## src/rtl/clkdiv_pkg.sv

```systemverilog
// clkdiv_pkg: shared state encoding, reset divisor and the phase-end compare
// used by the programmable clock divider.
`timescale 1ns/1ps
package clkdiv_pkg;

   localparam logic [1:0] ST_IDLE = 2'd0;
   localparam logic [1:0] ST_LOW  = 2'd1;
   localparam logic [1:0] ST_HIGH = 2'd2;

   typedef enum logic [1:0] {
      S_IDLE = ST_IDLE,
      S_LOW  = ST_LOW,
      S_HIGH = ST_HIGH
   } state_t;

   // Half-period divisor after reset: 27 MHz / (2*13) ~= 1.038 MHz.
   localparam int CLKDIV_DEFAULT_DIV = 13;

   // True on the last cycle of a phase. A divisor of 0 is clamped to 1 here so
   // the clamp lives in exactly one place. Callers zero-extend to 32 bits.
   function automatic logic phase_end(input logic [31:0] cnt, input logic [31:0] div);
      logic [31:0] neff;
      neff = (div == 32'd0) ? 32'd1 : div;
      return (cnt == neff - 32'd1);
   endfunction

endpackage

```

## src/rtl/clkdiv_phase_counter.sv

```systemverilog
// clkdiv_phase_counter: phase counter with clear/hold and a terminal-count
// flag asserted when the count reaches Neff-1.
`timescale 1ns/1ps
module clkdiv_phase_counter
   import clkdiv_pkg::*;
#(
   parameter int CNT_WIDTH = 16
)(
   input  logic                 clk_in,
   input  logic                 rst,
   input  logic                 clr,
   input  logic                 hold,
   input  logic [CNT_WIDTH-1:0] div,
   output logic [CNT_WIDTH-1:0] count,
   output logic                 tc
);

   assign tc = phase_end(32'(count), 32'(div));

   // Clear wins over hold; otherwise count up by one each cycle.
   always_ff @(posedge clk_in or posedge rst) begin
      if (rst)
         count <= '0;
      else if (clr)
         count <= '0;
      else if (!hold)
         count <= count + CNT_WIDTH'(1);
   end

endmodule

```

## src/rtl/clock_divider_prog.sv

```systemverilog
// clock_divider_prog: run-time programmable 50% duty clock divider with
// rise/fall strobes, run/stop, single-step and boundary-only divisor reload.
// Optional feature: define CLKDIV_STRETCH_EN to let 'stretch' extend the high
// phase (wait states); without it the stretch input is ignored.
`timescale 1ns/1ps
module clock_divider_prog
   import clkdiv_pkg::*;
#(
   parameter int CNT_WIDTH   = 16,
   parameter int DEFAULT_DIV = CLKDIV_DEFAULT_DIV
)(
   input  logic                 clk_in,
   input  logic                 rst,
   input  logic                 run,
   input  logic                 step,
   input  logic                 div_wr,
   input  logic [CNT_WIDTH-1:0] div_in,
   input  logic                 stretch,
   output logic                 clk_out,
   output logic                 rise_stb,
   output logic                 fall_stb,
   output logic                 running,
   output logic [CNT_WIDTH-1:0] div_active
);

   state_t               state;
   logic                 step_mode;
   logic [CNT_WIDTH-1:0] div_pend;
   logic                 pend_vld;
   logic [CNT_WIDTH-1:0] count;
   logic                 tc;
   logic                 stretch_hold;
   logic                 rise_now;
   logic                 fall_now;
   logic                 cnt_clr;
   logic                 cnt_hold;

`ifdef CLKDIV_STRETCH_EN
   assign stretch_hold = stretch;
`else
   logic unused_stretch;
   assign unused_stretch = stretch;
   assign stretch_hold   = 1'b0;
`endif

   // Phase boundaries; a stretched fall holds the counter at Neff-1.
   assign rise_now = (state == S_LOW)  && tc;
   assign fall_now = (state == S_HIGH) && tc && !stretch_hold;
   assign cnt_hold = (state == S_HIGH) && tc &&  stretch_hold;
   assign cnt_clr  = (state == S_IDLE) || rise_now || fall_now;

   clkdiv_phase_counter #(.CNT_WIDTH(CNT_WIDTH)) u_cnt (
      .clk_in (clk_in),
      .rst    (rst),
      .clr    (cnt_clr),
      .hold   (cnt_hold),
      .div    (div_active),
      .count  (count),
      .tc     (tc)
   );

   // Phase FSM with registered clock, strobes and running flag.
   always_ff @(posedge clk_in or posedge rst) begin
      if (rst) begin
         state     <= S_IDLE;
         clk_out   <= 1'b0;
         rise_stb  <= 1'b0;
         fall_stb  <= 1'b0;
         running   <= 1'b0;
         step_mode <= 1'b0;
      end else begin
         rise_stb <= rise_now;
         fall_stb <= fall_now;
         case (state)
            S_IDLE: begin
               clk_out <= 1'b0;
               if (run) begin
                  state   <= S_LOW;
                  running <= 1'b1;
               end else if (step) begin
                  state     <= S_LOW;
                  step_mode <= 1'b1;
                  running   <= 1'b1;
               end
            end
            S_LOW: begin
               if (rise_now) begin
                  clk_out <= 1'b1;
                  state   <= S_HIGH;
               end
            end
            S_HIGH: begin
               if (fall_now) begin
                  clk_out   <= 1'b0;
                  step_mode <= 1'b0;
                  if (run && !step_mode) begin
                     state <= S_LOW;
                  end else begin
                     state   <= S_IDLE;
                     running <= 1'b0;
                  end
               end
            end
            default: begin
               state   <= S_IDLE;
               clk_out <= 1'b0;
               running <= 1'b0;
            end
         endcase
      end
   end

   // Divisor reload: a write at the fall boundary bypasses straight to the
   // active divisor; otherwise it waits in pending until the next fall
   // boundary or the next IDLE cycle, so one period never mixes two divisors.
   always_ff @(posedge clk_in or posedge rst) begin
      if (rst) begin
         div_active <= CNT_WIDTH'(DEFAULT_DIV);
         div_pend   <= '0;
         pend_vld   <= 1'b0;
      end else if (fall_now && div_wr) begin
         div_active <= div_in;
         pend_vld   <= 1'b0;
      end else begin
         if ((fall_now || state == S_IDLE) && pend_vld) begin
            div_active <= div_pend;
            pend_vld   <= 1'b0;
         end
         if (div_wr) begin
            div_pend <= div_in;
            pend_vld <= 1'b1;
         end
      end
   end

endmodule
```

## config.mk

```make
export PLATFORM = sky130hd
export DESIGN_NAME = clock_divider_prog
export DESIGN_NICKNAME = d
export VERILOG_FILES = /design/src/rtl/clkdiv_pkg.sv /design/src/rtl/clkdiv_phase_counter.sv /design/src/rtl/clock_divider_prog.sv
export SDC_FILE = /design/constraint.sdc
export NUM_CORES = 1
export LEC_CHECK = 0
export BUFFER_PORTS_ARGS = -buffer_cell sky130_fd_sc_hd__buf_4
export CAP_MARGIN = 20
export CELL_PAD_IN_SITES_DETAIL_PLACEMENT = 1
export CELL_PAD_IN_SITES_GLOBAL_PLACEMENT = 2
export CORE_MARGIN = 2
export CORE_UTILIZATION = 41
export CTS_CLUSTER_SIZE = 12
export DETAILED_ROUTE_END_ITERATION = 6
export PLACE_DENSITY = 0.85
export SYNTH_ARGS = -nofsm -noshare
export SYNTH_HDL_FRONTEND = slang
export SYNTH_SLANG_ARGS = --single-unit
```

## constraint.sdc

```tcl
create_clock -name clk_in -period 7.2 [get_ports clk_in]
set_clock_uncertainty 0.2 [all_clocks]
set_input_delay 1.44 -clock clk_in [delete_from_list [all_inputs] [get_ports clk_in]]
set_output_delay 1.44 -clock clk_in [all_outputs]
set_load 0.03 [all_outputs]
```

# == Word level (Yosys, flattened, before mapping) ==
# Index checks and enable logic that the tools add are counted.
# totals
input_bits,22
output_inout_bits,20
regBits,56
# classes
addsub,2
n_bitwise,2
reduce_logical,19
muxes,23
eq_ne,9
# ops
op,count
16-bit 2-to-1 mux,4
16-bit by 32-bit equality test with 1-bit output,1
"32-bit by 1-bit subtractor with 32-bit output, second input constant",1
"16-bit by 1-bit adder with 16-bit output, second input constant",1
16-bit logical NOT,1
1-bit 2-to-1 mux,11
"2-bit inequality test, second input constant",5
2-bit 2-to-1 mux,4
4-bit AND reduction,2
2-bit one-hot mux with 3 select lines,1
1-bit logical AND,5
1-bit one-hot mux with 2 select lines,2
2-bit AND reduction,2
2-bit nonzero test,2
1-bit logical OR,3
"3-bit inequality test, second input constant",1
1-bit one-hot mux with 3 select lines,1
3-bit AND reduction,1
3-bit nonzero test,1
"2-bit by 1-bit equality test with 1-bit output, second input constant",1
"2-bit equality test, second input constant",1
2-bit logical NOT,1
1-bit NOT,2
1-bit logical NOT,1

# == Logic depth before layout (Yosys ltp) ==
# depth
ltp_word,10
mapped_depth,16

# == Cells and area by module ==
# A second synthesis with hierarchy kept.
# hier_totals
cells_unflattened,315
hier_area_um2,3155.5
# by_module_without_submodules
module,seq_area_each_um2,n_inst,area_per_inst_um2,cells_each
clock_divider_prog,1004.7,1,1752.9,144
clkdiv_phase_counter,400.4,1,1402.6,171

# == Least setup slack after synthesis ==
# OpenSTA, ideal clock, no wires.
# synth_timing
path_kind,reg2reg
startpoint,register div_active[5]
endpoint,register div_active[4]
t_arrival_ns,3.836
setup_slack_ns,3.039
synth_period_minus_slack_ns,4.161
path_stages_with_launch,17
t_required_ns,6.875
setup_time_ns,0.125
path_cell_list,dfrtp_1 -> buf_6 -> nor3_1 -> and4_1 -> buf_4 -> a21oi_1 -> ha_1 -> or3b_4 -> nor2_1 -> a211o_1 -> a21boi_0 -> nor4b_4 -> and2_1 -> buf_4 -> o21ai_4 -> buf_4 -> mux2_2
# synth_between
elab_chain_len,8
word_cells_on_any_way,10
# synth_rtl
element,line_no,rtl
from (decl),clock_divider_prog.sv:23,output logic [CNT_WIDTH-1:0] div_active
from (signal assigned),clock_divider_prog.sv:118,div_active <= CNT_WIDTH'(DEFAULT_DIV);
from (signal assigned),clock_divider_prog.sv:122,div_active <= div_in;
from (signal assigned),clock_divider_prog.sv:126,div_active <= div_pend;
16-bit logical NOT,clkdiv_pkg.sv:23,neff = (div == 32'd0) ? 32'd1 : div;
16-bit 2-to-1 mux (*),clkdiv_pkg.sv:23,
32-bit by 1-bit subtractor with 32-bit output (*),clkdiv_pkg.sv:24,return (cnt == neff - 32'd1);
16-bit by 32-bit equality test with 1-bit output (*),clkdiv_pkg.sv:24,
1-bit logical AND (*),--,
1-bit logical OR,clock_divider_prog.sv:125,if ((fall_now || state == S_IDLE) && pend_vld) begin
1-bit logical AND,clock_divider_prog.sv:125,
2-bit nonzero test (no line),--,
# Mark *: on every way between the ends. The rest lies on a longest branch, timed or not.
# A chain may end at the register's enable or synchronous reset.

# == Worst setup path after layout ==
# layout_timing
startpoint,register div_active[5]
endpoint,register div_pend[12]
# layout_between
elab_chain_len,8
# layout_rtl
element,line_no,rtl
16-bit logical NOT,clkdiv_pkg.sv:23,
16-bit 2-to-1 mux (*),clkdiv_pkg.sv:23,
32-bit by 1-bit subtractor with 32-bit output (*),clkdiv_pkg.sv:24,
16-bit by 32-bit equality test with 1-bit output (*),clkdiv_pkg.sv:24,
1-bit logical AND (*),--,
1-bit logical AND (*),clock_divider_prog.sv:121,end else if (fall_now && div_wr) begin
1-bit NOT (no line) (*),--,
2-bit AND reduction (no line) (*),--,
to (signal assigned),clock_divider_prog.sv:130,div_pend <= div_in;
to (decl),clock_divider_prog.sv:28,logic [CNT_WIDTH-1:0] div_pend;
# Marked as above.

==> results.py <==
metrics = {
    "synthesis": {
        "yosys_warnings": 0,
        "seq_area_frac_synth_pct": 42.5,
        "synth_ff_type": "dfrtp_1",
        "synth_top_cell_area_share_pct": 40.1,
        "synth_edf_count": 0,
        "yosys-top-cells-area": "dfrtp_1 40%, mux2_2 8.9%, mux2_4 8.2%",
        "ys_types": 56,
        "ys_seq_elements": 56,
        "yosys.area.top_type": "dfrtp_1",
        "synth_area_sq_mm": 0.00331,
        "synth_area_per_cell_sq_um": 11.1,
        "synth-async-reset-ratio_pct": 100,
        "syn_nets": 324,
        "syn_inst": 299,
    },
    "setup_path": {
        "worstPathCellList": "nor3_1, and4_1, a21oi_1, ha_1, or3b_4, nor2_1, a211o_1, a21boi_0, nor4_1, nand3_1, o21a_1, mux2_2",
        "critPathKind": "reg2reg",
        "crit_path_top_delay_cell": "o21a_1",
        "cp-end-kind": "flip-flop",
        "slowest_delay_ns": 0.86,
        "path_max_fanout": 16,
        "arrival_ns": 5.01,
        "worstPathRequired_ns": 7.21,
        "crit_path_start_kind": "flip-flop",
    },
    "timing": {
        "maxSlewHeadroom_pct": 30.3,
        "finalWorstSetupSlack_ns": 2.19,
        "rsz0062_at_grt": "false",
        "slew_viol_final": 0,
        "hold_violations": 0,
        "worstMarginPinSlew_ns": 1.05,
        "setup_viol": 0,
        "period_share_pct": 69.6,
        "fin_crit_ns": 5.01,
        "final.setup.tns_ns": 0,
        "fmax_mhz": 200,
    },
    "pwr": {
        "power_leakage_nw": 1.83,
        "p_switching_mw": 0.127,
        "intPower_mw": 0.456,
        "seq_power_share_pct": 56.2,
        "p_per_area_mw_per_mm2": 156,
        "switching_share_pct": 21.8,
        "combinationalPowerShare_pct": 7.7,
        "vdd_drop_max_mv": 0.0807,
        "pwr-share-clk_pct": 36.1,
    },
    "global_routing": {
        "antenna_found_initial": 0,
        "grt_max_degree": 57,
        "grt_pass1_vias": 2432,
        "grt_pass1_wl_mm": 12.5,
        "gr-total-overflow": 0,
        "grt.total_usage_pct": 18.2,
    },
    "clocking": {
        "cts_hold_repair.buffers": 0,
        "cts_buffer_depth": 2,
        "ctsResizeCount": 0,
        "cts_setup_buffers": 0,
        "cts_buffers": 5,
        "path_clk_slew_ns": 0.10,
        "cts-root-buf": "clkbuf_8",
        "insertion_delay_ns": 0.31,
        "cts_sinks": 56,
        "cts-htree-levels": 2,
        "cts_tree": "built",
    },
    "layout": {
        "syn_to_final_growth_pct": 13.3,
        "nets": 356,
        "antenna_cells": 0,
        "drive_gt1_share_pct": 33.1,
    },
    "floorplanning": {
        "die_y_microns": 93.8,
        "dieArea_sq_mm": 0.00880,
        "io_pins": 42,
        "coreArea_sq_mm": 0.00777,
        "start_util_pct": 42.6,
        "fp.dieW_microns": 93.8,
        "std_cell_rows": 32,
    },
    "drt": {
        "route.met2.wl_mm": 3.61,
        "antenna_left": 0,
        "drt_iter0_markers": 75,
        "drcViolationCount": 0,
        "highest_layer": "met4",
        "wl_met3_microns": 207,
        "first_pass_iters": 4,
        "wl_mm": 7.38,
        "wl_per_cell_microns": 17.0,
        "viasPerCell": 5.42,
        "num_vias": 2351,
        "m1WireLength_mm": 3.40,
    },
    "placement": {
        "port_buffers": 40,
        "dpl.hpwl_mm": 5.42,
        "dpl_worst_slack_ns": 2.23,
        "gp_congestion": 0.892,
    },
    "run": {
        "maxCapViolCount": 0,
    },
    "min_path": {
        "hold_class": "reg2reg",
    },
    "outcome": {
        "status": "finished clean",
    },
}
cells in the final DEF (no fill, tap or decap), types with 4 or more instances in the layout:
cell      netlist  layout
nor2_1         35      35
nand4_1         5       5
nand3_1        15      15
nand2_1        12      12
mux2_2         26      26
a21oi_1         7       7
mux2_4         18      18
mux2i_1         7       7
inv_1           8       7
clkbuf_8        0       5
nor3_1          5       5
xnor2_1        12      12
xor2_1         21      21
and3_1          4       4
dfrtp_1        53      53
buf_4           3      41
critical path: cells and delay by family (launching register included):
kind | cells | cell delay [ns]
and+or+nand+nor | 6 | 1.77
muxes | 1 | 0.42
adders and majority gates | 1 | 0.29
DFF | 1 | 0.50
AOI/OAI and AO/OA | 4 | 1.73
power groups by stage:
stage          sequential [mW]  clock [mW]  combinational, mW
2_1_floorplan            0.333           0             0.0314
3_3_place_gp             0.333           0             0.0442
3_5_place_dp             0.334           0             0.0460
4_1_cts                  0.328       0.220             0.0462
5_1_grt                  0.329       0.228             0.0496
6_report                 0.328       0.211             0.0450
layout make-up:
class | count | area, sq um
Fill cell | 873 | 4020
Clock buffer | 5 | 68.8
Clock inverter | 3 | 47.5
Multi-Input combinational cell | 219 | 1760
Timing Repair Buffer | 41 | 308
Tap cell | 102 | 128
Inverter | 8 | 30.0
Sequential cell | 56 | 1410
cells by family after synthesis:
group,synth area share (%)
AO/OA/AOI/OAI,6.62
multiplexers,19.2
adder cells (fa/ha/maj),1.48
flip-flops,42.5
AND/OR/NAND/NOR,17.2
XOR/XNOR,8.74
buffers and inverters,4.28
Yosys cell counts (2+ instances only):
cell      count
a211o_1       3
a21boi_0      2
a21oi_1       7
and2_1        2
and3_1        4
buf_2         2
buf_4         3
buf_6         5
clkbuf_1      6
dfrtp_1      53
dfstp_2       3
ha_1          3
inv_1         8
mux2_2       26
mux2_4       18
mux2i_1       7
nand2_1      12
nand3_1      15
nand4_1       5
nor2_1       35
nor3_1        5
nor3_2        3
nor3b_1       2
nor4_1        2
o21a_1        2
o21ai_0       3
or2_2         2
or4_1         2
xnor2_1      12
xor2_1       21
layer usage:
metal	vias to the layer above	global-route usage, %
met4	0	6.28
met1	1192	24.5
met3	10	2.97
li1	1116	-
met2	33	29.9
met5	-	0
worst paths after layout:
check	cells after the start	to	start	slack, ns
max in group asynchronous	3	u_cnt.count[4]	rst	5.21
hold reg to reg	1	div_pend[14]	div_pend[14]	0.31
hold / removal	1	div_pend[14]	div_pend[14]	0.31
setup / recovery	12	div_pend[12]	div_active[5]	2.19
setup reg to reg	12	div_pend[12]	div_active[5]	2.19
min in group asynchronous	3	div_pend[10]	rst	1.12
flip-flops by register name, indices dropped and copies added (netlist names):
| name | cells |
|---|---|
| div_pend | 16 |
| step_mode | 1 |
| u_cnt.count | 16 |
| div_active | 16 |
| running | 1 |
| fall_stb | 1 |
| rise_stb | 1 |
| state | 2 |
| clk_out | 1 |
| pend_vld | 1 |
stage by stage:
step	util, %	hold WS, ns	instance area [sq um]	power, mW	cells
after global placement	46.7	0.284	3630	0.378	426
after detailed placement	46.7	0.293	3630	0.380	426
after global routing	48.2	0.328	3750	0.607	434
final	48.2	0.314	3750	0.584	434
after floorplan	-	0.275	3310	0.364	299
after CTS	48.2	0.319	3750	0.594	434
Note: power is estimated with default switching activity, not from simulation.
